**src/rtl/imem_loader_pkg.sv**
```systemverilog
// Shared types and constants for the boot-time instruction-memory loader.
package imem_loader_pkg;

    typedef enum logic [2:0] {
        LD_HDR  = 3'd0,
        LD_LOAD = 3'd1,
        LD_CHK  = 3'd2,
        LD_DONE = 3'd3,
        LD_ERR  = 3'd4
    } ld_state_e;

    // Length of the little-endian word-count header, in bytes.
    localparam int unsigned HDR_BYTES = 4;

endpackage

```
**src/rtl/imem_loader_byte_packer.sv**
```systemverilog
// Byte packer: gathers four little-endian bytes into one 32-bit word.
module imem_loader_byte_packer (
    input  logic        clk,
    input  logic        rst_n,
    input  logic        clr,
    input  logic        byte_valid,
    input  logic [7:0]  byte_data,
    output logic        word_valid,
    output logic [31:0] word
);

    logic [1:0]  idx_q;
    logic [31:0] data_q;

    always_ff @(posedge clk or negedge rst_n) begin
        if (!rst_n) begin
            idx_q  <= 2'd0;
            data_q <= 32'd0;
        end else if (clr) begin
            idx_q  <= 2'd0;
            data_q <= 32'd0;
        end else if (byte_valid) begin
            data_q[8*idx_q +: 8] <= byte_data;
            idx_q                <= idx_q + 2'd1;
        end
    end

    // The word on the 4th byte includes that byte combinationally, so the
    // caller can register it on the same edge the byte is accepted.
    always_comb begin
        word                = data_q;
        word[8*idx_q +: 8]  = byte_data;
    end

    assign word_valid = byte_valid && !clr && (idx_q == 2'd3);

endmodule

```
**src/rtl/imem_loader.sv**
```systemverilog
// Loads a framed byte stream into instruction memory and releases the core
// only once the image checksum verifies.
module imem_loader
    import imem_loader_pkg::*;
#(
    parameter int unsigned ADDR_W    = 10,
    parameter int unsigned BASE_ADDR = 0,
    parameter int unsigned MAX_WORDS = 2**ADDR_W - BASE_ADDR
) (
    input  logic              clk,
    input  logic              rst_n,
    input  logic              in_valid,
    input  logic [7:0]        in_data,
    output logic              in_ready,
    output logic              imem_we,
    output logic [ADDR_W-1:0] imem_addr,
    output logic [31:0]       imem_wdata,
    output logic              cpu_hold,
    output logic              load_done,
    output logic              load_err
);

    localparam logic [ADDR_W-1:0] BASE = ADDR_W'(BASE_ADDR);

    ld_state_e         state_q, state_d;
    logic [31:0]       cnt_q, cnt_d;
    logic [1:0]        hdr_idx_q, hdr_idx_d;
    // One spare bit: the index must be able to reach MAX_WORDS itself.
    logic [ADDR_W:0]   word_idx_q, word_idx_d;
    logic [7:0]        sum_q, sum_d;
    logic              we_q, we_d;
    logic [ADDR_W-1:0] addr_q, addr_d;
    logic [31:0]       wdata_q, wdata_d;

    logic              accept;
    logic              pk_clr;
    logic              pk_valid;
    logic              pk_word_valid;
    logic [31:0]       pk_word;

    assign in_ready = (state_q == LD_HDR) || (state_q == LD_LOAD) || (state_q == LD_CHK);
    assign accept   = in_valid && in_ready;

    imem_loader_byte_packer u_packer (
        .clk        (clk),
        .rst_n      (rst_n),
        .clr        (pk_clr),
        .byte_valid (pk_valid),
        .byte_data  (in_data),
        .word_valid (pk_word_valid),
        .word       (pk_word)
    );

    always_comb begin
        state_d    = state_q;
        cnt_d      = cnt_q;
        hdr_idx_d  = hdr_idx_q;
        word_idx_d = word_idx_q;
        sum_d      = sum_q;
        we_d       = 1'b0;
        addr_d     = addr_q;
        wdata_d    = wdata_q;
        pk_clr     = 1'b0;
        pk_valid   = 1'b0;

        case (state_q)
            LD_HDR: begin
                if (accept) begin
                    cnt_d[8*hdr_idx_q +: 8] = in_data;
                    hdr_idx_d               = hdr_idx_q + 2'd1;
                    if (hdr_idx_q == 2'(HDR_BYTES - 1)) begin
                        if (cnt_d > MAX_WORDS) begin
                            state_d = LD_ERR;
                        end else if (cnt_d == 32'd0) begin
                            state_d = LD_CHK;
                        end else begin
                            state_d = LD_LOAD;
                            pk_clr  = 1'b1;
                        end
                    end
                end
            end
            LD_LOAD: begin
                pk_valid = accept;
                if (accept) begin
                    sum_d = sum_q + in_data;
                end
                if (pk_word_valid) begin
                    we_d       = 1'b1;
                    addr_d     = BASE + word_idx_q[ADDR_W-1:0];
                    wdata_d    = pk_word;
                    word_idx_d = word_idx_q + 1'b1;
                    if (32'(word_idx_d) == cnt_q) begin
                        state_d = LD_CHK;
                    end
                end
            end
            LD_CHK: begin
                if (accept) begin
                    state_d = (in_data == sum_q) ? LD_DONE : LD_ERR;
                end
            end
            default: ;
        endcase
    end

    always_ff @(posedge clk or negedge rst_n) begin
        if (!rst_n) begin
            state_q    <= LD_HDR;
            cnt_q      <= 32'd0;
            hdr_idx_q  <= 2'd0;
            word_idx_q <= '0;
            sum_q      <= 8'd0;
            we_q       <= 1'b0;
            addr_q     <= BASE;
            wdata_q    <= 32'd0;
        end else begin
            state_q    <= state_d;
            cnt_q      <= cnt_d;
            hdr_idx_q  <= hdr_idx_d;
            word_idx_q <= word_idx_d;
            sum_q      <= sum_d;
            we_q       <= we_d;
            addr_q     <= addr_d;
            wdata_q    <= wdata_d;
        end
    end

    assign imem_we    = we_q;
    assign imem_addr  = addr_q;
    assign imem_wdata = wdata_q;
    assign cpu_hold   = (state_q != LD_DONE);
    assign load_done  = (state_q == LD_DONE);
    assign load_err   = (state_q == LD_ERR);

endmodule

```
**config.mk**
```make
export PLATFORM = sky130hd
export DESIGN_NAME = imem_loader
export DESIGN_NICKNAME = d
export VERILOG_FILES = /design/src/rtl/imem_loader_pkg.sv /design/src/rtl/imem_loader_byte_packer.sv /design/src/rtl/imem_loader.sv
export SDC_FILE = /design/constraint.sdc
export NUM_CORES = 1
export LEC_CHECK = 0
export CAP_MARGIN = 5
export CORE_AREA = 2 2 114 116
export DETAILED_ROUTE_END_ITERATION = 10
export DIE_AREA = 0 0 116 118
export GPL_TIMING_DRIVEN = 0
export PLACE_DENSITY = 0.69
export SYNTH_ARGS = -nofsm -noshare
export SYNTH_HDL_FRONTEND = slang
export SYNTH_SLANG_ARGS = --single-unit
export TNS_END_PERCENT = 1
```
**constraint.sdc**
```tcl
create_clock -name clk -period 3.61 [get_ports clk]
set_input_delay 0.722 -clock clk [delete_from_list [all_inputs] [get_ports clk]]
set_output_delay 0.722 -clock clk [all_outputs]
set_load 0.02 [all_outputs]
```
After elaboration in Yosys (flattened, before gate mapping)
Cells that the tools add are included.
{ "totals": {"regBits": 133, "inputBits": 11} }
{ "op_classes": {"add_sub_neg": 6, "n_lt_le_gt_ge": 1, "n_eq_ne": 14, "shift": 4, "muxes": 23, "n_reduce_logical": 14} }
{ "op_table": {"columns": ["operator", "count"], "rows": [
  ["negator 5 -> 34 bit", 2],
  ["variable shift 8 x 34 -> 32 bit (first input constant)", 2],
  ["indexed part select 8 x 34 -> 32 bit", 2],
  ["bitwise mux 32 bit", 2],
  ["2-to-1 mux 32 bit", 2],
  ["equality test 11 x 32 -> 1 bit", 1],
  ["greater-than comparator 32 x 11 -> 1 bit (second input constant)", 1],
  ["logical NOT 32 bit", 1],
  ["2-to-1 mux 3 bit", 7],
  ["adder 11 x 1 -> 11 bit (second input constant)", 1],
  ["one-hot mux 3 bit (3 select lines)", 1],
  ["adder 8 bit", 1],
  ["equality test 8 bit", 1],
  ["2-to-1 mux 1 bit", 8],
  ["equality test 3 x 2 -> 1 bit (second input constant)", 2],
  ["2-to-1 mux 2 bit", 3],
  ["inequality test 2 bit (second input constant)", 3],
  ["AND reduction 2 bit", 3],
  ["AND reduction 6 bit", 1],
  ["adder 2 x 1 -> 2 bit (second input constant)", 2],
  ["equality test 2 bit (second input constant)", 2],
  ["inequality test 2 x 1 -> 1 bit (second input constant)", 2],
  ["equality test 3 x 1 -> 1 bit (second input constant)", 1],
  ["equality test 3 bit (second input constant)", 1],
  ["other kinds (7)", 10]
]} }

Logic depth before layout (Yosys ltp)
Gate-level depths: netlist (run 1).
{ "depth": {"depth_word": 14, "depth_mapped": 11} }

Cells and area by module
A second synthesis (run 1) with hierarchy kept.
{ "unflattened": {"cells_unflattened": 768, "area_unflattened_um2": 6886.6} }
{ "modules_own_cells": {"columns": ["mod", "instances", "cells_per_inst", "area_per_inst_um2"], "rows": [
  ["imem_loader", 1, 550, 4921.0],
  ["imem_loader_byte_packer", 1, 218, 1965.6]
]} }

Worst setup path after synthesis (run 1)
No wires, ideal clock.
{ "synth_timing": {"path_kind": "input -> register", "startpoint": "in in_data[7]", "endpoint": "reg u_packer.data_q[16]", "setup_ns": 0.122, "t_arrival_ns": 2.787, "required_ns": 3.488, "slack_ns": 0.702, "cell_stages": 9, "path_cell_list": "buf_2 > nor4_4 > nand2_1 > o311a_1 > or4_4 > or3_1 > buf_2 > buf_6 > a32o_1"} }
{ "synth_via": {"elab_chain_cells": 9, "elab_cells_between_ends": 14, "cone_classes": "order compare: 1; shift: 2; mux: 9; reduce/logical: 2"} }
{ "synth_rtl": {"columns": ["element", "line_no", "source"], "rows": [
  ["from (decl)", "imem_loader.sv:13", "input logic [7:0] in_data,"],
  ["branches (longest 9 deep; another with greater-than comparator 32 x 11 -> 1 bit)", null, null],
  ["to (signal, indexed assignment)", "imem_loader_byte_packer.sv:23", "data_q[8*idx_q +: 8] <= byte_data;"],
  ["to (decl)", "imem_loader_byte_packer.sv:13", "logic [31:0] data_q;"]
]} }
Several ways; the timed one is not identified. The select of a mux whose other input is x is not followed.
A chain may end at the register's enable or synchronous reset.

Worst setup path in the final report (run 1)
{ "layout_timing": {"startpoint": "in in_data[5]", "endpoint": "reg u_packer.data_q[20]"} }
Same word-level chain as after synthesis.

==> run summary, run 1 <==
outcome - complete, no violations
Worst Setup Start Kind - input port
crit-path max cell delay - 0.63 ns
R2R depth - 9
Slew headroom - 23.5%
core area - 12400 sq um
worst path buffer plus inverter count - 3
Die Span Y - 118 microns
Vias/cell - 5.72
Post-synth EDFFs - 0
setup violators final - 0
Worst Tran Pin Value - 1.15 ns
pwr dens - 735 nW/um^2
delay-heaviest family, CP - simple AND/OR/NAND/NOR gates
post-route ant nets - 0
unrepaired setup endpoints after global routing - false
ant diodes - 0
starting density of the core - 49.0%
Overall Power - 0.00544 W
post-synthesis cell type count - 51
cts repair resizes - 0
Clock Path Buffers - 2
Post-Layout Inst Area - 7410 sq um
share of the synthesized area in the top cell type - 51.4%
CP Class - input port to flop
ys async rst share - 100%
clock sink total - 125
critical path data required time - 3.91 ns
largest net degree at the start of global routing - 99
Top FF cell, synth - dfrtp_1
Synth area leaders - dfrtp_1, nand2_1, a32o_1
worst-skew pair later-pin latency - 0.42 ns
GRT overflow - 0
Vias - 5095
H-tree lvl count - 4
CP endpoint kind - flop
max-cap viol count - 0
Placed Area - 6900 sq um
synthesis-to-layout area growth - 21.8%
first-pass GRT wire length - 25.7 mm
die area - 13700 sq um
Final Max Tran Viols - 0
Post-DP HPWL - 10.7 mm
CP Data Arrival Time - 3.61 ns
die width - 116 microns
DR DRC count - 0
Yosys warnings - 0
root cell of the clock tree - clkbuf_16
I/O Pins - 58
Port Buf Inserts - 56
cell count after synthesis - 632
leading area contributor after synthesis - dfrtp_1
CP max FO - 10
area of the multi-input gates - 2730 sq um
Seq cells post-synth - 125
GRT Total Usage - 24.2%
drt first pass iters - 5
Post-Route Skew - 0.00704 ns
Final min period - 3.31 ns
final period utilization - 91.8%
Max VDD drop - 360 uV
register area share after synthesis - 51.4%
DRT iter0 DRCs - 401
Hold Crit Class - input port to async pin
post-CTS setup buffers - 0
Reg area - 3130 sq um
placed cell count - 862
synthesized area - 6080 sq um
layout cells sized above 1 - 5.01%
Syn Nets - 663
row count - 41
total CTS buffers - 17
drt total wl - 15.6 mm
setup TNS - 0 ns
Clock Pin Slew Worst Setup and Hold Paths - 0.05 ns
routability cong. - 0.851
CTS tree - done
cell leakage power - 3.33 nW
syn_area_per_cell - 9.63 sq um
post-route insts no fill - 891
Stages on worst setup path - 9
Filler Cells Inserted - 1118
Max Fclk - 302 MHz
critical path cell sequence - clkdlybuf4s50_1, or4_1, a21oi_1, a31oi_1, or4_4, or3_1, buf_2, buf_6, a32o_1
antenna violations before repair - 0
cts hold-fix bufs - 0
final hold slack - 0.167 ns
endpoints failing hold - 0
vias in the first global route - 5048
Routed wire per std cell - 17.5 microns
CP max stage cell - clkdlybuf4s50_1
final net count - 740
==> power breakdown <==
group	leakage (nW)	switching (W)	internal [W]
Sequential	1.69	0.000285	0.00177
Combinational	1.39	0.00108	0.000829
Clock	0.247	0.000565	0.000916
Total	3.33	0.00193	0.00351
==> synth_stat cells, drive strengths merged, types with 3 or more instances <==
library cell	count
or3	3
dfrtp	125
nor4	8
o22ai	3
inv	15
ha	19
and2	5
nor3	15
nor2	59
clkbuf	30
a31oi	4
a32o	24
xnor2	23
xor2	10
nand4	6
nor2b	4
nand3	18
nand2	130
a22o	8
a21o	5
nor3b	6
a221oi	24
a21oi	9
buf	10
and3	4
o21ai	39
==> metrics by stage <==
| stage | worst slack [ns] | util (%) |
|---|---|---|
| CTS | 0.336 | 59.6 |
| detailed placement | -0.0978 | 55.6 |
| floorplan | 0.702 | - |
| global route | 0.0569 | 59.7 |
| finish | 0.296 | 59.7 |
| global placement | -2.91 | 55.3 |
==> placed cells by master (no fill, tap or decap), types with 2 or more instances in the layout <==
cell type,Yosys,routed
a32o_1,24,24
a221oi_1,24,24
xnor2_1,23,23
nor3b_1,6,6
o21bai_1,2,2
clkbuf_16,0,17
nand3b_1,2,2
mux2_2,2,2
clkbuf_1,29,36
nor4bb_1,2,2
o21ai_0,38,38
xor2_1,10,10
and2_1,4,4
or3_1,3,3
buf_1,5,5
a31oi_1,4,4
inv_1,15,15
clkdlybuf4s50_1,0,55
o22ai_1,3,3
o31ai_1,2,2
a21o_1,5,5
and3_1,4,4
nand4_1,6,6
a21oi_1,9,9
nor2b_1,4,4
nor2_1,59,59
nor4_1,7,7
ha_1,19,19
a22o_1,8,8
a21boi_0,2,2
clkbuf_8,0,3
buf_2,2,2
clkinv_2,0,2
nor3_1,15,15
buf_6,3,4
nand3_1,18,18
nand2_1,130,130
dfrtp_1,125,125
==> flip-flops by register name, indices dropped and copies added, names as in the netlist <==
name	count
imem_wdata	32
word_idx_q	11
imem_addr	10
cnt_q	32
sum_q	8
imem_we	1
u_packer.data_q	24
u_packer.idx_q	2
hdr_idx_q	2
state_q	3
==> final timing paths <==
| check | startpoint | endpoint | slack, ns |
|---|---|---|---|
| min | rst_n | cnt_q[23] | 0.17 |
| max | in_data[5] | u_packer.data_q[20] | 0.30 |
| max in group asynchronous | rst_n | imem_wdata[20] | 2.69 |
| max reg2reg | hdr_idx_q[0] | u_packer.data_q[20] | 0.31 |
| min in group clk | imem_wdata[26] | imem_wdata[26] | 0.46 |
| min reg2reg | imem_wdata[26] | imem_wdata[26] | 0.46 |
==> metal layers <==
layer	routed length (microns)	vias to the layer above	track usage (%)
met3	748	29	5.20
met4	371	0	9.00
met1	6640	2527	31.7
li1	-	2377	-
met2	7830	162	39.3
met5	0	-	0
==> logic make-up (layout without fill, tap and decap cells) <==
family | after synthesis | in the layout | synth area share (%)
buffers and inverters | 56 | 143 | 3.89
multiplexers | 2 | 2 | 0.370
XOR/XNOR | 33 | 33 | 4.75
flip-flops | 125 | 125 | 51.4
AND/OR/NAND/NOR | 270 | 270 | 20.2
adder cells (fa/ha/maj) | 20 | 20 | 4.24
AO/OA/AOI/OAI | 126 | 126 | 15.1
==> final cells by class <==
| cell class | count | area share (%) |
|---|---|---|
| buffer | 40 | 2.38 |
| multi-input combinational | 451 | 36.8 |
| tap | 172 | 2.90 |
| timing repair buffer | 58 | 8.11 |
| inverter | 16 | 0.811 |
| sequential | 125 | 42.2 |
| clock inverter | 2 | 0.135 |
| clock buffer | 27 | 6.65 |
(Power assumes the default switching activity.)
==> run 2, diff against run 1 <==
- CTS_BUF_LIST: default -> sky130_fd_sc_hd__clkbuf_2
==> run summary, run 2 (synthesis gave the netlist of run 1 again) <==
outcome - complete, no violations
ant diodes - 0
CP max FO - 10
root cell of the clock tree - clkbuf_2
final net count - 741
die width - 116 microns
Port Buf Inserts - 56
critical path cell sequence - inv_1, ha_1, nor3b_1, a31oi_1, xnor2_1, or3_1, buf_2, buf_6, a32o_1
vias in the first global route - 5011
Slew headroom - 23.8%
unrepaired setup endpoints after global routing - false
post-route insts no fill - 892
crit-path max cell delay - 0.70 ns
Most Crowded Layer GR - met2
DRT iter0 DRCs - 429
layout cells sized above 1 - 5.56%
Clock Path Buffers - 2
first-pass GRT wire length - 25.2 mm
Post-DP HPWL - 10.7 mm
drt total wl - 15.3 mm
Routed wire per std cell - 17.1 microns
row count - 41
I/O Pins - 58
Clock Pin Slew Worst Setup and Hold Paths - 0.16 ns
synthesis-to-layout area growth - 16.0%
H-tree lvl count - 4
M3 GR Usage - 5.41%
delay-heaviest family, CP - simple AND/OR/NAND/NOR gates
Post-Route Skew - 0.0252 ns
clock sink total - 125
global-route met1 utilization - 31.3%
Hold Crit Class - input port to async pin
Filler Cells Inserted - 1157
Worst Setup Start Kind - flop
pwr dens - 652 nW/um^2
CP max stage cell - nor3b_1
die area - 13700 sq um
met2 global-route usage - 38.3%
worst path buffer plus inverter count - 3
setup violators final - 0
Vias/cell - 5.64
Overall Power - 0.00460 W
Worst Tran Pin Value - 1.14 ns
worst-skew pair later-pin latency - 0.67 ns
cell leakage power - 3.20 nW
total CTS buffers - 17
antenna violations before repair - 0
largest net degree at the start of global routing - 99
post-CTS setup buffers - 0
endpoints failing hold - 0
core area - 12400 sq um
placed cell count - 862
GRT overflow - 0
max-cap viol count - 0
Final Max Tran Viols - 0
setup TNS - 0 ns
Final min period - 3.32 ns
routability cong. - 0.851
starting density of the core - 49.0%
DR DRC count - 0
Vias - 5031
CP Data Arrival Time - 3.88 ns
Die Span Y - 118 microns
Max VDD drop - 284 uV
final period utilization - 92.1%
most frequent cells in the layout - nand2_1, dfrtp_1, nor2_1
Finished Core Util - 56.8%
CTS tree - done
CP Class - flop to flop
commonest non-fill, non-tap cell in the layout - nand2_1
drt first pass iters - 5
Max Fclk - 301 MHz
CP endpoint kind - flop
post-route ant nets - 0
GRT Total Usage - 23.6%
critical path data required time - 4.16 ns
[run 2: timing repair]
action | 4_1_cts | 5_1_grt
hold buffers | 1 | 0
resized for setup | 0 | 0
endpoints found under the setup margin | 0 | 0
endpoints found under the hold margin | 27 | 0
[run 2: through the flow]
stage                     area [sq um]  hold slack [ns]  worst slack, ns
after floorplan                   6080            0.426            0.702
after global placement            6860            0.457            -2.91
after detailed placement          6900            0.455          -0.0978
after CTS                         7050            0.430            0.332
after global routing              7060            0.422           0.0454
final                             7060            0.469            0.285
[run 2: path summary, 6_finish.rpt]
kind	start	slack, ns	end	cells past startpoint
max	hdr_idx_q[0]	0.29	u_packer.data_q[20]	9
min	rst_n	0.47	cnt_q[23]	2
max reg2reg	hdr_idx_q[0]	0.29	u_packer.data_q[20]	9
min reg2reg	imem_wdata[26]	0.48	imem_wdata[26]	2
max in group asynchronous	rst_n	2.37	u_packer.data_q[23]	3
min in group clk	imem_wdata[26]	0.48	imem_wdata[26]	2
[run 2: cell type report]
cell class,instances,area [sq um],area share (%)
Tap cell,172,215,3.05
Buffer,40,176,2.50
Inverter,16,60.1,0.851
Timing Repair Buffer,59,611,8.65
Multi-Input combinational cell,451,2730,38.6
Sequential cell,125,3130,44.3
Clock inverter,5,21.3,0.301
Clock buffer,24,120,1.70
[run 2: per-layer routing]
metal / vias up / part of all wire (%)
li1: 2375 / -
met5: - / 0
met2: 153 / 49
met3: 23 / 5.7
met4: 0 / 2.1
met1: 2480 / 43
[run 2: report_power, final]
group | leakage, nW | internal [W] | switching [W] | total [W]
sequential | 1.69 | 0.00176 | 0.000284 | 0.00204
clock | 0.112 | 0.000179 | 0.000468 | 0.000647
combinational | 1.39 | 0.000829 | 0.00108 | 0.00191
==> run 3, diff against run 2 <==
- CORE_AREA: 2 2 114 116 -> 2 2 111 113
- DIE_AREA: 0 0 116 118 -> 0 0 113 115
- GPL_ROUTABILITY_DRIVEN: default -> 0
- PLACE_DENSITY: 0.69 -> 0.79
- SYNTH_HIERARCHICAL: default -> 1
==> run summary, run 3 <==
outcome - finished with violations
failing checks - DRC
antenna violations before repair - 0
final worst slack - 0.177 ns
share of the synthesized area in the top cell type - 48.3%
Post-DP HPWL - 11.9 mm
Post-synth EDFFs - 0
Die Span Y - 115 microns
Filler Cells Inserted - 943
GRT Total Usage - 26.7%
met1 WL - 7.36 mm
Hold Crit Class - flop to flop
setup violators final - 0
cell leakage power - 3.71 nW
Reg area - 3330 sq um
row count - 40
area of the multi-input gates - 3290 sq um
post-route ant nets - 0
placed cell count - 973
register area share after synthesis - 48.3%
pwr dens - 329 nW/um^2
DRT iter0 DRCs - 475
final hold slack - 0.496 ns
Slew headroom - 48.2%
layout cells sized above 1 - 9.41%
I/O Pins - 58
syn_area_per_cell - 8.97 sq um
Seq cells post-synth - 133
Post-synth top cells - nand2_1, dfrtp_1, o21ai_0
Synth area leaders - dfrtp_1, nand2_1, a22o_1
routed wl met2 - 7.88 mm
most frequent cells in the layout - nand2_1, dfrtp_1, clkdlybuf4s50_1
Final min period - 3.43 ns
Vias - 5952
Max VDD drop - 206 uV
final net count - 879
die area - 13000 sq um
drt first pass iters - 8
die width - 113 microns
root cell of the clock tree - clkbuf_2
Port Buf Inserts - 57
H-tree lvl count - 4
leading area contributor after synthesis - dfrtp_1
drt total wl - 16.8 mm
unrepaired setup endpoints after global routing - false
vias in the first global route - 5565
Top FF cell, synth - dfrtp_1
CTS tree - done
crit-path max cell delay - 0.44 ns
final period utilization - 95.1%
DR DRC count - 5
ys async rst share - 100%
Worst Setup Start Kind - flop
clock sink total - 133
Clock Path Buffers - 2
cell count after synthesis - 768
Yosys warnings - 6
critical path data required time - 4.25 ns
critical path cell sequence - buf_4, ha_1, or3_1, a211oi_4, xor2_2, and4_4, nor2_1, nor2b_2, nand2_1, clkinv_1, clkbuf_2, nand3_1, xnor2_1
Routed wire per std cell - 16.7 microns
endpoints failing hold - 0
CP max stage cell - dfrtp_2
post-route insts no fill - 1008
Vias/cell - 5.90
Post-Route Skew - 0.0362 ns
total CTS buffers - 17
CP Class - flop to flop
post-synthesis cell type count - 63
Final Max Tran Viols - 0
most common cell in the netlist - nand2_1
CP Data Arrival Time - 4.08 ns
core area - 11800 sq um
largest net degree at the start of global routing - 68
starting density of the core - 58.3%
CP endpoint kind - flop
Syn Nets - 799
synthesized area - 6890 sq um
commonest non-fill, non-tap cell in the layout - nand2_1
dpl ws - -1.40 ns
Top Layer Used - met4
max-cap viol count - 0
Max Fclk - 291 MHz
met3 WL - 1.11 mm
first-pass GRT wire length - 27.2 mm
CP max FO - 17
worst-skew pair later-pin latency - 0.73 ns
ant diodes - 0
Worst Tran Pin Value - 0.770 ns
synthesis-to-layout area growth - 16.8%
Clock Pin Slew Worst Setup and Hold Paths - 0.18 ns
GRT overflow - 0
==> run 3: cell families after synthesis <==
group                      synth area share (%)
and+or+nand+nor                            23.9
AOI/OAI and AO/OA                          14.8
DFF                                        48.3
buffers and inverters                      4.67
xor gates and xnor gates                   4.20
adders and majority gates                  3.74
muxes                                     0.454
==> run 3: timing repair <==
item                       4_1_cts  5_1_grt
hold endpoints to repair        66        0
pin swaps                        0        1
setup endpoints to repair       61       55
buffers inserted                 4        1
resized for setup               18        7
hold buffers                     1        0
==> run 3: cell type report <==
type / count / area share [%]
Inverter: 28 / 1.35
Buffer: 46 / 2.68
Multi-Input combinational cell: 558 / 40.9
Tap cell: 147 / 2.29
Sequential cell: 133 / 41.4
Clock buffer: 18 / 1.12
Clock inverter: 14 / 2.30
Timing Repair Buffer: 64 / 7.95
==> run 3: final timing paths <==
kind,from,end,slack (ns),cells past startpoint
min,imem_addr[9],imem_addr[9],0.50,2
min reg2reg,imem_addr[9],imem_addr[9],0.50,2
max,hdr_idx_q[0],word_idx_q[9],0.18,13
max reg2reg,hdr_idx_q[0],word_idx_q[9],0.18,13
max in group asynchronous,rst_n,cnt_q[30],2.34,3
min in group asynchronous,rst_n,imem_wdata[1],0.52,2
==> run 3: stage by stage <==
stage | total power, W | TNS [ns] | utilization [%] | instance area (sq um)
2_1_floorplan | 0.00158 | 0 | - | 6890
3_3_place_gp | 0.00165 | -506.72 | 64.7 | 7650
3_5_place_dp | 0.00166 | -84.59 | 65.0 | 7680
4_1_cts | 0.00266 | 0 | 67.9 | 8020
5_1_grt | 0.00274 | 0 | 68.1 | 8040
6_report | 0.00264 | 0 | 68.1 | 8040
==> run 3: worst max-delay path: cells and delay by family, from the launching register on <==
family,cells,cell delay (ns)
adder cells (fa/ha/maj),1,0.29
AND/OR/NAND/NOR,6,1.31
flip-flops,1,0.44
XOR/XNOR,2,0.32
buffers and inverters,3,0.63
AO/OA/AOI/OAI,1,0.34
==> run 3: layer usage <==
metal	up-vias	GRT usage (%)
met2	240	42.7
met3	44	5.43
met1	2866	35.9
met5	-	0
li1	2802	-
met4	0	11.1
==> run 3: where the power goes <==
group	leakage, nW	internal (W)	total (W)	switching [W]
Sequential	1.85	0.00149	0.00149	0.00000168
Clock	0.153	0.000452	0.000999	0.000547
Combinational	1.71	0.0000480	0.000151	0.000103
Total	3.71	0.00199	0.00264	0.000651
